File: src/rtl/tail_light_sequencer.sv
// rtl/tail_light_sequencer.sv - three-lamp turn/hazard/brake tail-light sequencer
module tail_light_sequencer #(
    parameter int TICK_DIV = 4
) (
    input  logic clk,
    input  logic reset,
    input  logic left,
    input  logic right,
    input  logic hazard,
    input  logic brake,
    output logic la,
    output logic lb,
    output logic lc,
    output logic ra,
    output logic rb,
    output logic rc,
    output logic active
);

    localparam int CW = (TICK_DIV > 1) ? $clog2(TICK_DIV) : 1;
    localparam logic [CW-1:0] CNT_MAX = CW'(TICK_DIV - 1);

    typedef enum logic [2:0] {
        IDLE = 3'd0,
        L1   = 3'd1,
        L2   = 3'd2,
        L3   = 3'd3,
        R1   = 3'd4,
        R2   = 3'd5,
        R3   = 3'd6,
        HAZ  = 3'd7
    } state_t;

    state_t        state_q, state_d;
    logic [CW-1:0] cnt_q, cnt_d;
    logic [5:0]    lamps_q, lamps_d;
    logic          active_q, active_d;
    logic          tick;
    logic          hz, lt, rt;

    assign tick = (cnt_q == CNT_MAX);
    assign hz   = hazard | (left & right);
    assign lt   = left & ~hz;
    assign rt   = right & ~hz;

    always_comb begin
        cnt_d   = tick ? '0 : cnt_q + 1'b1;
        state_d = state_q;
        if (tick) begin
            case (state_q)
                IDLE:    state_d = hz ? HAZ : lt ? L1 : rt ? R1 : IDLE;
                L1:      state_d = hz ? HAZ : lt ? L2 : IDLE;
                L2:      state_d = hz ? HAZ : lt ? L3 : IDLE;
                R1:      state_d = hz ? HAZ : rt ? R2 : IDLE;
                R2:      state_d = hz ? HAZ : rt ? R3 : IDLE;
                default: state_d = IDLE;
            endcase
        end
    end

    // Lamp order {la, lb, lc, ra, rb, rc}; outputs follow the next state so they
    // change on the same edge as the state register.
    always_comb begin
        lamps_d  = 6'b000000;
        active_d = (state_d != IDLE);
        case (state_d)
            IDLE:    lamps_d = brake ? 6'b111111 : 6'b000000;
            L1:      lamps_d = {3'b100, {3{brake}}};
            L2:      lamps_d = {3'b110, {3{brake}}};
            L3:      lamps_d = {3'b111, {3{brake}}};
            R1:      lamps_d = {{3{brake}}, 3'b100};
            R2:      lamps_d = {{3{brake}}, 3'b110};
            R3:      lamps_d = {{3{brake}}, 3'b111};
            default: lamps_d = 6'b111111;
        endcase
    end

    always_ff @(posedge clk) begin
        if (reset) begin
            state_q  <= IDLE;
            cnt_q    <= '0;
            lamps_q  <= 6'b000000;
            active_q <= 1'b0;
        end else begin
            state_q  <= state_d;
            cnt_q    <= cnt_d;
            lamps_q  <= lamps_d;
            active_q <= active_d;
        end
    end

    assign {la, lb, lc, ra, rb, rc} = lamps_q;
    assign active = active_q;

endmodule

File: config.mk
export PLATFORM = sky130hd
export DESIGN_NAME = tail_light_sequencer
export DESIGN_NICKNAME = d
export VERILOG_FILES = /design/src/rtl/tail_light_sequencer.sv
export SDC_FILE = /design/constraint.sdc
export NUM_CORES = 1
export LEC_CHECK = 0
export ABC_AREA = 0
export BUFFER_PORTS_ARGS = -buffer_cell sky130_fd_sc_hd__buf_2
export CORE_AREA = 2 2 39 41
export CTS_CLUSTER_DIAMETER = 150
export DETAILED_ROUTE_END_ITERATION = 16
export DIE_AREA = 0 0 41 43
export SETUP_SLACK_MARGIN = 0.4
export SYNTH_ARGS = -nofsm -noshare
export SYNTH_HDL_FRONTEND = slang
export SYNTH_SLANG_ARGS = --single-unit
export TNS_END_PERCENT = 10
File: constraint.sdc
create_clock -name clk -period 2.3 [get_ports clk]
set_input_delay 0.115 -clock clk [delete_from_list [all_inputs] [get_ports clk]]
set_output_delay 0.115 -clock clk [all_outputs]
set_load 0.02 [all_outputs]
==> results.json, run 1 <==
{
  "tns_ns": 0,
  "skew_ns": 0.000976,
  "grt_pass1_vias": 427,
  "drtIter0Drc": 5,
  "synth_area_um2": 549,
  "max_stage_delay_ns": 0.52,
  "grt_max_degree": 11,
  "synth_seq_cells": 12,
  "slew_viol_final": 0,
  "critical_path_class": "reg -> reg",
  "antenna_found_initial": 0,
  "nFillCells": 147,
  "status": "finished clean",
  "ys_seq_area_frac": 0.437,
  "drc": 0,
  "globalplace.congestion": 0.858,
  "fin_crit_sh": 0.797,
  "rows": 14,
  "crit_required_ns": 2.47,
  "grt_pass1_wl_um": 1720,
  "path_clk_slew_ns": 0.08,
  "num_vias": 462,
  "ant_nets": 0,
  "antennaDiodeCount": 0,
  "cts_tree": "built",
  "post-place-ws_ns": 0.465,
  "viasPerCell": 5.25,
  "cp_max_fo": 8,
  "ys_warn_count": 0,
  "slew_headroom": 0.598,
  "clkSinkCount": 12,
  "layout_common_cells": "dfxtp_1 (12), buf_2 (12), nor2_1 (7)",
  "dr.pass1.iters": 4,
  "worst_setup_path_start_kind": "flop",
  "nets": 80,
  "syn-num-nets": 64,
  "hold_violations": 0,
  "power.density_nw_per_um2": 850,
  "path_buf_inv": 0,
  "htree_levels": 1,
  "holdCritPathClass": "in -> reg",
  "start_util": 0.397,
  "cp_cell_sequence": "ha_1 -> and2b_1 -> a211oi_1 -> maj3_2 -> a21oi_2",
  "grt_overflow_total": 0,
  "io_pins": 13,
  "io_buffer_count": 12,
  "peakVddDrop_mv": 0.403,
  "syn_inst": 57,
  "synth_cell_types": 27,
  "die_h_um": 43,
  "synth_top_area_frac": 0.437,
  "drive_above_1_share": 0.347,
  "period_minus_slack_ns": 1.83,
  "cp-end-kind": "flop",
  "dpl.hpwl_um": 778,
  "fp.dieW_um": 41,
  "wl_um": 1070,
  "synth_area_leaders": "dfxtp_1 (44%), nor2_1 (4.8%), nor4b_4 (4.3%)",
  "path_delay_family": "adder cells",
  "drv.max_cap_violation_count": 0,
  "worst_pin_slew_ns": 0.599,
  "clk-insertion-delay-late_ns": 0.27,
  "yosysTopAreaCell": "dfxtp_1",
  "die_area_um2": 1760,
  "finalSetupViolCount": 0,
  "max_freq_mhz": 545,
  "cp.arrival_ns": 2.00,
  "wl_per_cell_um": 12.2,
  "p_leak_nw": 0.288,
  "grt_usage": 0.147,
  "layout_setup_ws_ns": 0.466,
  "syn2layout_area_growth_pct": 21.6,
  "core_area_um2": 1380,
  "crit_path_top_delay_cell": "a211oi_1",
  "cts_buffers": 3,
  "rsz0062_at_grt": "true",
  "synth.avg_cell_area_um2": 9.64,
  "cts_root_buf": "clkbuf_4",
  "clk_path_buf_depth": 2
}
[sequential cells by signal, summed over array words and instances (netlist names)]
register and cells:
active 1, cnt_q 2, lamps_q 6, state_q 3
[report_power, final]
part,leakage (nW),internal [mW],switching (mW)
registers,0.0994,0.235,0.0142
clock network,0.0210,0.0962,0.0722
logic,0.167,0.0618,0.0880
[synth_stat cells, drive strengths merged]
| library cell | count |
|---|---|
| a211o | 1 |
| a211oi | 3 |
| a21o | 1 |
| a21oi | 5 |
| a221o | 1 |
| a221oi | 1 |
| a22o | 1 |
| a22oi | 2 |
| and2b | 1 |
| clkbuf | 1 |
| dfxtp | 12 |
| ha | 1 |
| inv | 3 |
| maj3 | 1 |
| mux2i | 2 |
| nand2 | 4 |
| nand3 | 1 |
| nor2 | 8 |
| nor2b | 1 |
| nor3 | 2 |
| nor3b | 1 |
| nor4b | 1 |
| o21ai | 2 |
| o21bai | 1 |
[tightest hold or removal path, stage by stage]
cell     delay (ns)
buf_2          0.11
nand3_1        0.06
a21oi_1        0.06
[cells by family (layout without fill, tap and decap cells)]
logic type               after synthesis  after routing  share of synthesized area
AO/OA/AOI/OAI                         18             18                      0.241
adder cells (fa/ha/maj)                2              2                     0.0433
buffers and inverters                  4             19                     0.0273
flip-flops                            12             12                      0.437
multiplexers                           2              2                     0.0364
AND/OR/NAND/NOR                       19             19                      0.214
[worst paths after layout]
path	start	end	slack (ns)	depth (start not counted)
min	brake	lamps_q[3]	0.12	3
max	cnt_q[0]	lamps_q[5]	0.47	5
max reg2reg	cnt_q[0]	lamps_q[5]	0.47	5
min reg2reg	cnt_q[0]	cnt_q[0]	0.43	1
[cell type report]
cell class	count	area, um2	area share
clock buffers	4	36.3	0.0543
inverters	3	11.3	0.0169
multi-input cells	41	300	0.449
flip-flops and latches	12	240	0.360
well taps	16	20.0	0.0300
repair buffers	12	60.1	0.0899
[per-layer routing]
layer	wire [um]	GRT usage	share of wire	vias to the layer above
li1	-	-	-	237
met1	468	0.167	0.44	213
met2	551	0.231	0.51	12
met3	54	0.0628	0.050	0
met4	0	0.0600	0	0
met5	0	0	0	-
[what timing repair did]
action / in CTS / in global routing
hold buffers: 0 / 0
resized for setup: 0 / 1
setup endpoints to repair: 0 / 5
setup buffers: 0 / 0
[per-stage QoR]
stage	utilization	instance area (um2)	instances	total power [mW]	hold WS [ns]
after global placement	0.452	626	84	0.403	0.401
after detailed placement	0.452	626	84	0.403	0.404
final	0.483	668	88	0.568	0.116
after global routing	0.483	668	88	0.607	0.121
after CTS	0.478	662	88	0.572	0.107
after floorplan	-	549	57	0.363	0.267
Note: power is estimated with default switching activity, not from simulation.
==> inputs of run 2 (changes only) <==
Settings changed: ABC_AREA 0 to 1, PLACE_DENSITY from default to 0.68.
Clock period 2.3 ns to 1.85 ns, I/O delays scaled along.
==> run 2 against run 1 <==
Combinational power rose by 4%. Wire length fell by 5.8%. Core utilization increased by 2.4 points. Via count increased by 15%. Flip-flop and latch count is the same. First-iteration DRC count rose by 100%. Critical endpoint is now lamps_q[4].
==> results.json, run 2 <==
{
  "peakVddDrop_mv": 0.492,
  "final_common_cell": "nand2_1",
  "cts_root_buf": "clkbuf_4",
  "slew_viol_final": 0,
  "io_buffer_count": 12,
  "tns_ns": 0,
  "crit_required_ns": 2.01,
  "skew_ns": 0.00223,
  "power_frac_clock": 0.251,
  "antennaDiodeCount": 0,
  "ant_nets": 0,
  "grt_pass1_vias": 423,
  "reg2reg_depth": 7,
  "power.switching_uw": 188,
  "dr.pass1.iters": 4,
  "globalplace.congestion": 0.762,
  "ys_async_sr_fraction": 0,
  "syn_inst": 80,
  "whs_ns": 0.117,
  "p_int_uw": 420,
  "swShare": 0.309,
  "start_util": 0.434,
  "largest_register_ffs": 6,
  "cts_tree": "built",
  "synth_cell_types": 23,
  "status": "finished clean",
  "synth_common_cells": "nand2_1 (20), dfxtp_1 (12), nor2_1 (7)",
  "die_h_um": 43,
  "dpl.hpwl_um": 812,
  "io_pins": 13,
  "p_leak_nw": 0.351,
  "rsz0062_at_grt": "false",
  "cts_buffers": 3,
  "postCtsHoldBufs": 0,
  "grt_pass1_wl_um": 1710,
  "cp.arrival_ns": 1.48,
  "syn-num-nets": 87,
  "critical_path_class": "reg -> reg",
  "holdCritPathClass": "in -> reg",
  "cp-end-kind": "flop",
  "seqPwrFrac": 0.492,
  "top_regs": "lamps_q x6, state_q x3, cnt_q x2",
  "drc": 0,
  "hold_violations": 0,
  "max_freq_mhz": 761,
  "viasPerCell": 4.81,
  "synth.avg_cell_area_um2": 7.51,
  "clk_path_buf_depth": 2,
  "synth_most_common_cell": "nand2_1",
  "grt_usage": 0.150,
  "num_vias": 529,
  "ys_warn_count": 0,
  "core_area_um2": 1380,
  "layout_common_cells": "nand2_1 (20), buf_2 (12), dfxtp_1 (11)",
  "dominantRegCellSynth": "dfxtp_1",
  "wl_um": 1010,
  "clk-insertion-delay-late_ns": 0.27,
  "drive_above_1_share": 0.372,
  "nFillCells": 130,
  "nets": 103,
  "ys_seq_area_frac": 0.400,
  "worst_pin_slew_ns": 0.263,
  "path_clk_slew_ns": 0.06,
  "cp_max_fo": 7,
  "power.density_nw_per_um2": 866,
  "period_minus_slack_ns": 1.31,
  "clkSinkCount": 12,
  "drtIter0Drc": 10,
  "utilization": 0.507,
  "power_frac_comb": 0.257,
  "synth_area_um2": 601,
  "die_area_um2": 1760,
  "drv.max_cap_violation_count": 0,
  "grt_max_degree": 11,
  "synth_edf_count": 0,
  "synth_area_leaders": "dfxtp_1 (40%), nand2_1 (13%), nand2_2 (6.3%)",
  "grt_overflow_total": 0,
  "regMostFlops": "lamps_q",
  "syn2layout_area_growth_pct": 16.9,
  "wl_per_cell_um": 9.20,
  "finalSetupViolCount": 0,
  "hold_depth": 3,
  "rows": 14,
  "synth_top_area_frac": 0.400,
  "synth_seq_cells": 12,
  "fp.dieW_um": 41,
  "fin_crit_sh": 0.710,
  "worst_setup_path_start_kind": "flop",
  "yosysTopAreaCell": "dfxtp_1",
  "antenna_found_initial": 0,
  "slew_headroom": 0.824,
  "htree_levels": 1
}
==> run 2: final timing paths <==
check                    end  slack (ns)      from
setup / recovery  lamps_q[4]        0.54  cnt_q[0]
hold / removal    lamps_q[3]        0.12     brake
setup reg to reg  lamps_q[4]        0.54  cnt_q[0]
hold reg to reg     cnt_q[0]        0.44  cnt_q[0]
==> run 2: repair_timing <==
action	CTS	global route
setup buffers	0	0
setup endpoints to repair	0	4
gates resized for setup	0	2
==> run 2: area by class of cell <==
| class | instances | area [um2] | share of cell area |
|---|---|---|---|
| well taps | 16 | 20.0 | 0.0285 |
| clock buffers | 3 | 22.5 | 0.0321 |
| inverters | 9 | 33.8 | 0.0481 |
| repair buffers | 12 | 60.1 | 0.0856 |
| flip-flops and latches | 12 | 241 | 0.344 |
| multi-input cells | 58 | 324 | 0.462 |
==> run 2: power groups by stage <==
stage          Combinational (mW)  Sequential (mW)  Clock, mW
2_1_floorplan              0.0968            0.326          0
3_3_place_gp                0.156            0.304          0
3_5_place_dp                0.157            0.304          0
4_1_cts                     0.158            0.298      0.158
5_1_grt                     0.177            0.303      0.168
6_report                    0.156            0.299      0.152
==> run 2: kinds of logic (layout without fill, tap and decap cells) <==
| kind of cell | after synthesis | after routing | synth area share |
|---|---|---|---|
| simple gates | 49 | 49 | 0.417 |
| flops | 12 | 12 | 0.400 |
| buf+inv | 10 | 24 | 0.0646 |
| compound gates | 8 | 8 | 0.0979 |
| fa+ha+maj | 1 | 1 | 0.0208 |
==> run 2: routing by layer <==
layer | track usage | vias to the layer above | part of all wire
li1 | - | 286 | -
met1 | 0.208 | 228 | 0.49
met2 | 0.172 | 10 | 0.42
met3 | 0.0785 | 5 | 0.058
met4 | 0.100 | 0 | 0.027
met5 | 0 | - | 0
==> run 2: critical path, cell delays in order (launching register included) <==
cell	delay (ns)
dfxtp_1	0.34
ha_2	0.24
inv_1	0.10
nand2_1	0.10
a21boi_4	0.23
nand2_2	0.10
nand3_2	0.07
nand2_1	0.05
==> run 2: through the flow <==
stage               cell area [um2]  instances  power (mW)  worst slack [ns]
floorplan                       601         80       0.423             0.586
CTS                             698        110       0.614             0.461
finish                          702        110       0.608             0.536
detailed placement              676        107       0.461             0.477
global placement                676        107       0.460             0.535
global route                    702        110       0.647             0.409
==> inputs of run 3 (changes only) <==
Settings changed: ABC_AREA 1 to 0, PLACE_DENSITY 0.68 to 0.66.
Clock period 1.85 ns to 1.2 ns, I/O delays scaled along.
==> run 3 against run 2 <==
The flow now finishes with violations (setup timing). Fmax down 16%. Clock power grew 58%. Sequential power rose by 62%. Die area unchanged. Non-clock buffer count grew 14. Critical path depth is 1 lower. First-iteration DRC count is 40% higher. Largest cell class unchanged. Largest power group unchanged.
==> results.json, run 3 (synthesized netlist as in run 1, its figures left out) <==
{
  "status": "complete, but fails checks",
  "violations": "setup timing",
  "clk_path_buf_depth": 2,
  "dpl.hpwl_um": 890,
  "reg2reg_setup_slack_ns": -0.37,
  "period_minus_slack_ns": 1.57,
  "hold_violations": 0,
  "cp_max_fo": 6,
  "max_freq_mhz": 636,
  "io_buffer_count": 12,
  "cts_tree": "built",
  "htree_levels": 1,
  "rsz0062_at_grt": "true",
  "p_leak_nw": 0.365,
  "ant_nets": 0,
  "cp.arrival_ns": 1.77,
  "grt_overflow_total": 0,
  "drc": 0,
  "grt_max_degree": 11,
  "holdCritPathClass": "in -> reg",
  "critical_path_class": "reg -> reg",
  "power.density_nw_per_um2": 1410,
  "io_pins": 13,
  "worst_pin_slew_ns": 0.283,
  "drv.max_cap_violation_count": 0,
  "crit_required_ns": 1.40,
  "post-place-ws_ns": -0.337,
  "skew_ns": 0.00573,
  "reg2reg_depth": 6,
  "syn2layout_area_growth_pct": 52.6,
  "nets": 94,
  "finalSetupViolCount": 10,
  "dr.pass1.iters": 4,
  "final_common_cell": "buf_4",
  "globalplace.congestion": 0.804,
  "hold_depth": 3,
  "drive_above_1_share": 0.541,
  "postCtsHoldBufs": 0,
  "fin_total_pwr_mw": 1.18,
  "wl_per_cell_um": 13.1,
  "rows": 14,
  "regMostFlops": "lamps_q",
  "worstHoldStart": "brake",
  "largest_register_ffs": 6,
  "rr_startpoint": "cnt_q[0]",
  "path_clk_slew_ns": 0.07,
  "grt_pass1_vias": 535,
  "die_area_um2": 1760,
  "fin_crit_sh": 1.31,
  "fp.dieW_um": 41,
  "antennaDiodeCount": 0,
  "grt_pass1_wl_um": 2110,
  "slew_headroom": 0.811,
  "wl_um": 1320,
  "antenna_found_initial": 0,
  "nFillCells": 116,
  "layout_setup_ws_ns": -0.372,
  "cp-end-kind": "flop",
  "utilization": 0.606,
  "clkSinkCount": 12,
  "die_h_um": 43,
  "num_vias": 535,
  "layout_common_cells": "buf_4 (16), dfxtp_1 (10), nor2_1 (7)",
  "cts_buffers": 3,
  "clk-insertion-delay-late_ns": 0.27,
  "worst_setup_path_start_kind": "flop",
  "viasPerCell": 5.30,
  "slew_viol_final": 0,
  "cts_root_buf": "clkbuf_4",
  "peakVddDrop_mv": 0.809,
  "core_area_um2": 1380,
  "start_util": 0.397,
  "holdPathEnd": "lamps_q[3]",
  "tns_ns": -2.41,
  "top_regs": "lamps_q x6, state_q x3, cnt_q x2",
  "reg2reg_to": "lamps_q[5]",
  "drtIter0Drc": 14,
  "grt_usage": 0.185
}
## run 3: changes by cell type in the layout (fill, tap and decap cells not counted), sizes merged, moves of 3 or more
cell,previous run,this run
nor2,11,8
nand2,26,4
a21oi,2,5
a211oi,0,3
inv,9,3
nand3,7,1
buf,12,26
## run 3: final cells by class
type / instances / area (um2) / area share
multi-input cells: 41 / 340 / 0.406
well taps: 16 / 20.0 / 0.0239
repair buffers: 26 / 201 / 0.240
inverters: 3 / 11.3 / 0.0134
flip-flops and latches: 12 / 243 / 0.290
clock buffers: 3 / 22.5 / 0.0269
## run 3: layer usage
metal	GRT usage	routed length, um	vias to the layer above	part of all wire
met5	0	0	-	0
met4	0.160	31	0	0.024
met3	0.0471	43	4	0.033
met2	0.272	703	13	0.53
met1	0.207	541	253	0.41
li1	-	-	265	-
## run 3: power by group
group / leakage (nW) / switching (mW) / internal (mW)
combinational: 0.252 / 0.213 / 0.244
sequential: 0.0999 / 0.0299 / 0.454
clock: 0.0138 / 0.124 / 0.116
## run 3: what timing repair did
item	in CTS	in global routing
buffers inserted	2	0
pin swaps	0	1
setup endpoints to repair	12	19
gates resized for setup	1	18
## run 3: how the worst max path moves through the flow
stage	start	endpoint	slack, ns	cells past startpoint
3_5_place_dp	cnt_q[0]	lamps_q[5]	-0.34	6
2_1_floorplan	cnt_q[0]	lamps_q[5]	-0.33	6
4_1_cts	cnt_q[0]	lamps_q[4]	-0.36	7
5_1_grt	state_q[1]	lamps_q[5]	-0.44	6
6_report	cnt_q[0]	lamps_q[5]	-0.37	6
3_3_place_gp	cnt_q[0]	lamps_q[5]	-0.31	6
## run 3: per-stage QoR
step	hold WS [ns]	cell area (um2)	cells
after CTS	0.0713	778	101
after global placement	0.344	736	96
final	0.0834	838	101
after global routing	0.0656	838	101
after floorplan	0.212	569	57
after detailed placement	0.355	736	96
## run 3: critical path, stage by stage, from the launching register on
cell,delay [ns]
dfxtp_2,0.34
ha_4,0.17
nor2b_4,0.12
nor4b_4,0.12
a221o_1,0.32
maj3_2,0.32
a21oi_2,0.11
